<file path="src/rtl/clk_div_pkg.sv">
// Shared constants and helpers for the programmable clock divider.
// Holds the default counter width, the post-reset divisor/high-time,
// and the legality rule applied to every configuration load.
package clk_div_pkg;

  // Default counter width and post-reset configuration
  localparam int CNT_W_DEF = 8;
  localparam int DIV_DEF   = 5;
  localparam int HI_DEF    = 2;

  // Width the legality helper works at; callers zero-extend into it so the
  // same function serves any CNT_W up to 32 bits.
  localparam int CFG_MAX_W = 32;

  // A configuration is usable when the period is at least two cycles and the
  // high time leaves at least one low cycle: div >= 2 and 1 <= hi < div.
  function automatic logic cfg_legal(input logic [CFG_MAX_W-1:0] div,
                                     input logic [CFG_MAX_W-1:0] hi);
    logic div_ok;
    logic hi_ok;
    div_ok = (div >= CFG_MAX_W'(2));
    hi_ok  = (hi >= CFG_MAX_W'(1)) && (hi < div);
    return div_ok && hi_ok;
  endfunction

endpackage : clk_div_pkg

</file>
<file path="src/rtl/clock_div_prog_if.sv">
// Control and status bundle of the programmable clock divider.
// The master side (the controlling logic) drives enable and configuration
// loads; the slave side (the divider) returns the divided clock and the
// one-cycle status pulses.
interface clock_div_prog_if
  import clk_div_pkg::*;
#(
  parameter int CNT_W = CNT_W_DEF
);

  logic             en;
  logic [CNT_W-1:0] div_in;
  logic [CNT_W-1:0] hi_in;
  logic             load;
  logic             clk_out;
  logic             tick;
  logic             cfg_ack;
  logic             cfg_err;

  modport master (
    output en,
    output div_in,
    output hi_in,
    output load,
    input  clk_out,
    input  tick,
    input  cfg_ack,
    input  cfg_err
  );

  modport slave (
    input  en,
    input  div_in,
    input  hi_in,
    input  load,
    output clk_out,
    output tick,
    output cfg_ack,
    output cfg_err
  );

endinterface : clock_div_prog_if

</file>
<file path="src/rtl/clk_div_cfg.sv">
// Configuration block of the programmable clock divider.
// Validates load requests, keeps the staged (shadow) divisor/high time and
// the pending flag, and swaps the shadow into the active registers when the
// phase counter signals an apply. Raises one-cycle ack/err pulses.
module clk_div_cfg
  import clk_div_pkg::*;
#(
  parameter int CNT_W       = CNT_W_DEF,
  parameter int DIV_DEFAULT = DIV_DEF,
  parameter int HI_DEFAULT  = HI_DEF
) (
  input  logic             clk_in,
  input  logic             rst,
  input  logic             load_i,
  input  logic [CNT_W-1:0] div_i,
  input  logic [CNT_W-1:0] hi_i,
  input  logic             apply_i,
  output logic [CNT_W-1:0] div_act_o,
  output logic [CNT_W-1:0] hi_act_o,
  output logic             pend_o,
  output logic             cfg_ack_o,
  output logic             cfg_err_o
);

  logic [CNT_W-1:0] div_act_q, div_act_d;
  logic [CNT_W-1:0] hi_act_q,  hi_act_d;
  logic [CNT_W-1:0] div_shd_q, div_shd_d;
  logic [CNT_W-1:0] hi_shd_q,  hi_shd_d;
  logic             pend_q,    pend_d;
  logic             ack_q,     ack_d;
  logic             err_q,     err_d;

  logic load_legal;
  logic accept;
  logic reject;
  logic apply_eff;

  assign load_legal = cfg_legal(CFG_MAX_W'(div_i), CFG_MAX_W'(hi_i));
  assign accept     = load_i & load_legal;
  assign reject     = load_i & ~load_legal;
  // Only a staged configuration can ever be applied.
  assign apply_eff  = apply_i & pend_q;

  // Next-state: apply uses the shadow as it stood before this edge, so a load
  // arriving on the apply edge is staged for the following boundary instead.
  always_comb begin
    div_act_d = div_act_q;
    hi_act_d  = hi_act_q;
    div_shd_d = div_shd_q;
    hi_shd_d  = hi_shd_q;
    pend_d    = pend_q;
    ack_d     = 1'b0;
    err_d     = 1'b0;

    if (apply_eff) begin
      div_act_d = div_shd_q;
      hi_act_d  = hi_shd_q;
      pend_d    = 1'b0;
      ack_d     = 1'b1;
    end

    if (accept) begin
      div_shd_d = div_i;
      hi_shd_d  = hi_i;
      pend_d    = 1'b1;
    end

    if (reject) begin
      err_d = 1'b1;
    end
  end

  // Configuration state; reset restores defaults and drops anything pending.
  always_ff @(posedge clk_in or posedge rst) begin
    if (rst) begin
      div_act_q <= CNT_W'(DIV_DEFAULT);
      hi_act_q  <= CNT_W'(HI_DEFAULT);
      div_shd_q <= CNT_W'(DIV_DEFAULT);
      hi_shd_q  <= CNT_W'(HI_DEFAULT);
      pend_q    <= 1'b0;
      ack_q     <= 1'b0;
      err_q     <= 1'b0;
    end else begin
      div_act_q <= div_act_d;
      hi_act_q  <= hi_act_d;
      div_shd_q <= div_shd_d;
      hi_shd_q  <= hi_shd_d;
      pend_q    <= pend_d;
      ack_q     <= ack_d;
      err_q     <= err_d;
    end
  end

  assign div_act_o = div_act_q;
  assign hi_act_o  = hi_act_q;
  assign pend_o    = pend_q;
  assign cfg_ack_o = ack_q;
  assign cfg_err_o = err_q;

endmodule : clk_div_cfg

</file>
<file path="src/rtl/clock_div_prog.sv">
// Runtime-programmable integer clock divider.
// A phase counter runs from 0 to div_act-1; the registered output is high
// while the pre-increment phase is below hi_act. New settings are applied
// only at the end of a period (or immediately while disabled) so the output
// never glitches. A one-cycle tick marks every period start.
module clock_div_prog
  import clk_div_pkg::*;
#(
  parameter int CNT_W       = CNT_W_DEF,
  parameter int DIV_DEFAULT = DIV_DEF,
  parameter int HI_DEFAULT  = HI_DEF
) (
  input  logic            clk_in,
  input  logic            rst,
  clock_div_prog_if.slave bus
);

  logic [CNT_W-1:0] count_q, count_d;
  logic             clk_out_q, clk_out_d;
  logic             tick_q,    tick_d;

  logic [CNT_W-1:0] div_act;
  logic [CNT_W-1:0] hi_act;
  logic             pend;
  logic             cfg_ack;
  logic             cfg_err;
  logic             wrap;
  logic             apply;

  clk_div_cfg #(
    .CNT_W       (CNT_W),
    .DIV_DEFAULT (DIV_DEFAULT),
    .HI_DEFAULT  (HI_DEFAULT)
  ) u_cfg (
    .clk_in    (clk_in),
    .rst       (rst),
    .load_i    (bus.load),
    .div_i     (bus.div_in),
    .hi_i      (bus.hi_in),
    .apply_i   (apply),
    .div_act_o (div_act),
    .hi_act_o  (hi_act),
    .pend_o    (pend),
    .cfg_ack_o (cfg_ack),
    .cfg_err_o (cfg_err)
  );

  // Last phase of the current period under the active divisor.
  assign wrap = (count_q == (div_act - CNT_W'(1)));

  // Running: swap configs only at the period boundary. Stopped: the output is
  // already parked low, so a staged config can be taken on the next edge.
  assign apply = pend & (bus.en ? wrap : 1'b1);

  // Next phase and output levels, all derived from the pre-increment phase.
  always_comb begin
    count_d   = '0;
    clk_out_d = 1'b0;
    tick_d    = 1'b0;
    if (bus.en) begin
      count_d   = wrap ? '0 : (count_q + CNT_W'(1));
      clk_out_d = (count_q < hi_act);
      tick_d    = (count_q == '0);
    end
  end

  // Phase counter and registered outputs.
  always_ff @(posedge clk_in or posedge rst) begin
    if (rst) begin
      count_q   <= '0;
      clk_out_q <= 1'b0;
      tick_q    <= 1'b0;
    end else begin
      count_q   <= count_d;
      clk_out_q <= clk_out_d;
      tick_q    <= tick_d;
    end
  end

  assign bus.clk_out = clk_out_q;
  assign bus.tick    = tick_q;
  assign bus.cfg_ack = cfg_ack;
  assign bus.cfg_err = cfg_err;

endmodule : clock_div_prog
</file>
<file path="src/flat_wrapper.sv">
// flat-port wrapper written by rule: the top's interface ports become plain ports
module clock_div_prog_flat import clk_div_pkg::*;
#(
  parameter int CNT_W       = CNT_W_DEF,
  parameter int DIV_DEFAULT = DIV_DEF,
  parameter int HI_DEFAULT  = HI_DEF
)
  (clk_in, rst, bus_en, bus_div_in, bus_hi_in, bus_load, bus_clk_out, bus_tick, bus_cfg_ack, bus_cfg_err);
  clock_div_prog_if #(.CNT_W(CNT_W)) bus_i ();
  input  logic clk_in;
  input  logic rst;
  input wire logic [$bits(bus_i.en)-1:0] bus_en;
  input wire logic [$bits(bus_i.div_in)-1:0] bus_div_in;
  input wire logic [$bits(bus_i.hi_in)-1:0] bus_hi_in;
  input wire logic [$bits(bus_i.load)-1:0] bus_load;
  output wire logic [$bits(bus_i.clk_out)-1:0] bus_clk_out;
  output wire logic [$bits(bus_i.tick)-1:0] bus_tick;
  output wire logic [$bits(bus_i.cfg_ack)-1:0] bus_cfg_ack;
  output wire logic [$bits(bus_i.cfg_err)-1:0] bus_cfg_err;
  assign bus_i.en = bus_en;
  assign bus_i.div_in = bus_div_in;
  assign bus_i.hi_in = bus_hi_in;
  assign bus_i.load = bus_load;
  assign bus_clk_out = bus_i.clk_out;
  assign bus_tick = bus_i.tick;
  assign bus_cfg_ack = bus_i.cfg_ack;
  assign bus_cfg_err = bus_i.cfg_err;
  clock_div_prog #(.CNT_W(CNT_W), .DIV_DEFAULT(DIV_DEFAULT), .HI_DEFAULT(HI_DEFAULT)) u_core (.clk_in(clk_in), .rst(rst), .bus(bus_i));
endmodule
</file>
<file path="config.mk">
export PLATFORM = sky130hd
export DESIGN_NAME = clock_div_prog_flat
export DESIGN_NICKNAME = d
export VERILOG_FILES = /design/src/rtl/clk_div_pkg.sv /design/src/rtl/clock_div_prog_if.sv /design/src/rtl/clk_div_cfg.sv /design/src/rtl/clock_div_prog.sv /design/src/flat_wrapper.sv
export SDC_FILE = /design/constraint.sdc
export NUM_CORES = 1
export LEC_CHECK = 0
export BUFFER_PORTS_ARGS = -buffer_cell sky130_fd_sc_hd__clkbuf_2
export CAP_MARGIN = 20
export CORE_MARGIN = 8
export CORE_UTILIZATION = 24
export CTS_CLUSTER_DIAMETER = 200
export DETAILED_ROUTE_END_ITERATION = 7
export GPL_TIMING_DRIVEN = 0
export SETUP_SLACK_MARGIN = 0.05
export SLEW_MARGIN = 20
export SYNTH_ARGS = -nofsm -noshare
export SYNTH_HDL_FRONTEND = slang
export SYNTH_SLANG_ARGS = --single-unit
</file>
<file path="constraint.sdc">
create_clock -name clk_in -period 2.5 [get_ports clk_in]
set_input_delay 0.375 -clock clk_in [delete_from_list [all_inputs] [get_ports clk_in]]
set_output_delay 0.375 -clock clk_in [all_outputs]
set_load 0.01 [all_outputs]
</file>
---- Yosys cells after proc, flatten, opt, wreduce, memory -nomap -nowiden ----
Index checks and enable logic that the tools add are counted.
word-level totals
  bits in registers ....................... 45
  latch bits .............................. 0
  RAM bits ................................ 0
  ROM bits ................................ 0
  bits of input ports ..................... 20
  output and inout port bits .............. 4
  logic and storage cells ................. 35
  memories kept ........................... 0
cells by class
  $add $sub $neg .......................... 2
  $mul .................................... 0
  divide/modulo/power cells ............... 0
  order comparisons ....................... 4
  equal/unequal tests ..................... 1
  shifts and indexed selects .............. 0
  muxes and demuxes ....................... 9
  bitwise gates (word level) .............. 5
  reduce and logical (&&, ||, !) cells .... 4
operators by type and width
  cell                                                                   count
  8-bit less-than comparator                                             2
  8-bit 2-to-1 mux                                                       2
  8-bit by 1-bit adder with 8-bit output, second input constant          1
  8-bit equality test                                                    1
  8-bit by 1-bit >= comparator with 1-bit output, second input constant  1
  8-bit by 2-bit >= comparator with 1-bit output, second input constant  1
  8-bit zero test                                                        1
  8-bit by 1-bit subtractor with 8-bit output, second input constant     1
  1-bit 2-to-1 mux                                                       7
  1-bit bitwise AND                                                      4
  1-bit logical AND                                                      2
  2-bit nonzero test                                                     1
  1-bit inverter                                                         1

---- Depth between registers and ports, before layout ----
  depth in word-level cells ............... 7
  depth in mapped cells ................... 10
  gate-level depth less buffers ........... 9

---- Modules after synthesis ----
From an unflattened synthesis, not the netlist that was laid out.
unflattened totals
  cell total of the unflattened synthesis .. 205
  area total of the unflattened synthesis .. 2468.6 sq um
modules (own cells, without submodules)
  module          times used  cells each  area each (sq um)
  clk_div_cfg     1           102         1564.0
  clock_div_prog  1           103         904.6

---- Worst setup path after synthesis ----
OpenSTA, ideal clock, no wires.
  kind .................................... register -> register
  start ................................... reg u_core.u_cfg.div_act_q[0] (netlist: u_core.u_cfg.div_act_o[0])
  end ..................................... reg u_core.u_cfg.div_act_q[7] (netlist: u_core.u_cfg.div_act_o[7])
  setup time .............................. 0.125 ns
  arrival time ............................ 2.252 ns
  data required time ...................... 2.375 ns
  slack ................................... 0.123 ns
  stages on the path, launching flop included .. 11
  path buffers ............................ 1
  period minus slack after synthesis ...... 2.377 ns
  cell sequence ........................... dfstp_2 inv_1 ha_1 o21bai_1 a211o_1 o211a_1 o221ai_2 nand3_4 inv_4 buf_12 mux2_4
between the ends
  cells in the longest elaborated chain, start to end .. 5
ends and longest elaborated chain
  item                                         line                  source
  start, declared                              clk_div_cfg.sv:25     logic [CNT_W-1:0] div_act_q, div_act_d;
  start signal, assigned                       clk_div_cfg.sv:76     div_act_q <= CNT_W'(DIV_DEFAULT);
  start signal, assigned                       clk_div_cfg.sv:84     div_act_q <= div_act_d;
  8-bit by 1-bit subtractor with 8-bit output  clock_div_prog.sv:49  assign wrap = (count_q == (div_act - CNT_W'(1)));
  8-bit equality test                          clock_div_prog.sv:49
  1-bit 2-to-1 mux                             clock_div_prog.sv:53  assign apply = pend & (bus.en ? wrap : 1'b1);
  1-bit bitwise AND                            clock_div_prog.sv:53
  1-bit bitwise AND                            clk_div_cfg.sv:42     assign apply_eff = apply_i & pend_q;
Every way passes these cells.
A chain may end at the register's enable or synchronous reset.

---- Final worst setup path ----
  start ................................... reg u_core.u_cfg.div_act_q[0] (netlist: u_core.u_cfg.div_act_o[0])
  end ..................................... reg u_core.u_cfg.hi_act_q[2] (netlist: u_core.u_cfg.hi_act_o[2])
between the ends
  cells in the longest elaborated chain, start to end .. 5
ends and longest elaborated chain
  item                                         line                  source
  8-bit by 1-bit subtractor with 8-bit output  clock_div_prog.sv:49
  8-bit equality test                          clock_div_prog.sv:49
  1-bit 2-to-1 mux                             clock_div_prog.sv:53
  1-bit bitwise AND                            clock_div_prog.sv:53
  1-bit bitwise AND                            clk_div_cfg.sv:42
  end signal, assigned                         clk_div_cfg.sv:77     hi_act_q <= CNT_W'(HI_DEFAULT);
  end signal, assigned                         clk_div_cfg.sv:85     hi_act_q <= hi_act_d;
  end, declared                                clk_div_cfg.sv:26     logic [CNT_W-1:0] hi_act_q, hi_act_d;
Every way passes these cells.

==> flow_summary_export.csv <==
group,metric,value,unit
cts,cts_max_level,2,
pwr,netSwitchingFraction,33.66,%
setup_path,crit_path_start_kind,"register",
setup_path,reg2reg_slack,0.15,ns
timing,finalCriticalPeriod,2.348,ns
cells_and_area,nets,286,
routing,drc_errors,0,
timing,fin_skew,0.003349,ns
cts,cts_tree,"yes",
cells_and_area,final_cell_mix,"dfrtp_1, clkbuf_2, inv_1, mux2_2, ha_1",
pwr,pwr-share-comb,39.5,%
cells_and_area,design_area,2979,µm²
grt,grt_max_degree,30,
floorplan,rows,37,
yosys,synth.largest_area_cell,"dfrtp_1",
timing,setup_violations,0,
cts,ctsLongestPathBuffers,2,
yosys,ys.flop_type,"dfrtp_1",
yosys,yosysUniqueCellTypes,43,
yosys,synth_nets,249,
cts,cts-hold-fix-buffers,0,
pwr,internal-power,1.927,mW
yosys,synth_warnings,0,
cells_and_area,final_common_cell,"dfrtp_1",
grt,grtUsageTotal,7.555,%
timing,slew_headroom,71.10,%
floorplan,core,10180,µm²
setup_path,crit_required,2.69,ns
cells_and_area,num_antenna_cells,0,
pwr,leakage,1.423,nW
cts,cts-root-buf,"clkbuf_8",
timing,fmax,0.4258,GHz
pwr,cellPowerDensity,975.1,nW/µm²
floorplan,dieWidth,117.7,µm
yosys,synth_enable_flop_cells,0,
placement,io_buffers,23,
floorplan,start_util,24.37,%
floorplan,die_area,13850,µm²
pwr,seq_power_share,41.3,%
yosys,ys_ff_latch,45,
cells_and_area,finalCoreUtilization,29.25,%
run,cap_violations,0,
grt,antenna_found_initial,0,
timing,min_period_over_period,93.94,%
worst_hold_path,hp-class,"input port to async pin",
status,status,"complete, no violations",
placement,dpl_worst_slack,-0.1404,ns
routing,wl,5011,µm
yosys,syn_area,2482,µm²
timing,hold_viol,0,
setup_path,worst_ep_arrival_time,2.54,ns
grt,grt_pass1_vias,1789,
yosys,syn-instance-count,212,
timing,rsz0062_at_grt,"no",
cts,insertion_delay,0.29,ns
placement,gp_congestion,0.7251,
yosys,async_flop_share,100.0,%
pwr,peakVddDrop,0.3568,mV
pwr,finalPower,2.905,mW
yosys,synth_top_area_share,39.31,%
cts,clk_pin_slew,0.09,ns
cells_and_area,drive_gt1_share,35.60,%
grt,overflow,0,
cts,clock-sinks,45,
placement,dpl.hpwl,3803,µm
pwr,switchingPower,0.9777,mW
timing,fin_hold_ws,0.02725,ns
setup_path,cp_max_fo,6,
yosys,syn_area_per_cell,11.71,µm²
yosys,ys_seq_area_share,45.67,%
routing,via_count,1666,
setup_path,critPathKind,"register to register",
floorplan,chipHeight,117.7,µm
timing,fin_ws,0.1515,ns
routing,wl_per_cell,12.98,µm
routing,vias_per_cell,4.316,
grt,grt_pass1_wl,8735,µm
setup_path,end_kind,"register",
pwr,clkPwrFrac,19.2,%
routing,detail-route-antenna-nets,0,
routing,drt-initial-drc-count,46,
routing,firstDrtPassIters,4,
floorplan,io_pins,24,
yosys,yosys-top-cells-area,"dfrtp_1, mux2_2, ha_1, dfstp_2, xor2_1",
timing,worstMarginPinSlew,0.4321,ns
cts,cts_buffers,5,
cells_and_area,area_growth,20.01,%
placement,place_area,2788,µm²
timing,maxSlewViolCount,0,
what timing repair did:
action	in CTS	in global routing
cloned	0	1
pin swaps	1	4
gates resized for setup	1	4
buffers inserted	1	4
setup endpoints to repair	9	16
worst paths after layout:
path	from	to	cells after the start
min in group clk_in	bus_load	u_core.u_cfg.cfg_err_o$_DFF_PP0_	2
max in group asynchronous	rst	u_core.u_cfg.hi_act_o[1]$_DFFE_PP1P_	3
worst max-delay path	u_core.u_cfg.div_act_o[0]$_DFFE_PP1P_	u_core.u_cfg.hi_act_o[2]$_DFFE_PP0P_	10
worst min register to register	u_core.u_cfg.div_shd_q[4]$_DFFE_PP0P_	u_core.u_cfg.div_shd_q[4]$_DFFE_PP0P_	1
worst min-delay path	rst	u_core.u_cfg.div_act_o[4]$_DFFE_PP0P_	2
worst max register to register	u_core.u_cfg.div_act_o[0]$_DFFE_PP1P_	u_core.u_cfg.hi_act_o[2]$_DFFE_PP0P_	10
metrics by stage:
stage / setup TNS (ns) / cells
floorplan: 0 / 212
global placement: -0.8517 / 371
detailed placement: -1.578 / 372
CTS: 0 / 381
global route: 0 / 386
finish: 0 / 386
critical path, stage by stage (launching register included):
cell,delay (ns)
dfstp_2,0.57
inv_2,0.05
ha_4,0.17
o21bai_1,0.16
a211o_1,0.26
o211a_1,0.13
o221ai_2,0.24
nand3_4,0.13
inv_4,0.10
clkbuf_16,0.15
mux2_4,0.29
layout make-up:
cell class	count	area (µm²)
fill	1074	7206
buffer	6	51.30
tap	136	170.2
clock inverter	2	38.79
inverter	24	92.59
timing repair buffer	30	197.7
clock buffer	6	72.57
multi-input combinational	137	1222
sequential	45	1134
cell families (layout without fill, tap and decap cells):
group | after synthesis | count (layout) | synth area share, %
XOR/XNOR | 16 | 16 | 5.645
flip-flops | 45 | 45 | 45.67
AO/OA/AOI/OAI | 28 | 28 | 8.417
adder cells (fa/ha/maj) | 17 | 17 | 8.568
multiplexers | 31 | 31 | 15.27
AND/OR/NAND/NOR | 45 | 45 | 10.64
buffers and inverters | 30 | 68 | 5.796
state kept, by name, indices dropped and copies added, names as in the netlist:
register and cells:
u_core.u_cfg.hi_shd_q 8, u_core.u_cfg.cfg_ack_o 1, u_core.bus.clk_out 1, u_core.u_cfg.pend_o 1
u_core.u_cfg.cfg_err_o 1, u_core.u_cfg.div_act_o 8, u_core.u_cfg.hi_act_o 8, u_core.count_q 8
u_core.u_cfg.div_shd_q 8, u_core.bus.tick 1
power by group through the flow:
stage          combinational (mW)  sequential (mW)  clock [mW]
3_5_place_dp                 1.04             1.22           0
3_3_place_gp                 1.01             1.21           0
5_1_grt                      1.29             1.24       0.602
2_1_floorplan               0.855             1.15           0
6_report                     1.15             1.20       0.559
4_1_cts                      1.06             1.21       0.568
synth_stat cells (2+ instances only):
library cell	n
dfrtp_1	39
nand2b_1	3
xor2_1	14
buf_2	4
mux2_1	2
xnor2_1	2
nor3_1	2
o31ai_1	2
nor2_1	12
and3_1	3
nand4_1	3
a21o_1	4
mux2_2	21
mux2_4	8
ha_1	17
nor4_1	5
inv_1	23
o21bai_1	2
a211o_1	2
dfstp_2	6
nand2_1	4
nand3_1	6
o21ai_0	6
a21oi_1	3
routing by layer:
| layer | global-route usage, % | vias up | share of wire (%) |
|---|---|---|---|
| met5 | 0 | - | 0 |
| met4 | 2.402 | 0 | 1.4 |
| met3 | 1.727 | 6 | 3.6 |
| met2 | 11.72 | 35 | 45 |
| met1 | 10.16 | 813 | 50 |
| li1 | - | 812 | - |
Note: power is estimated with default switching activity, not from simulation.
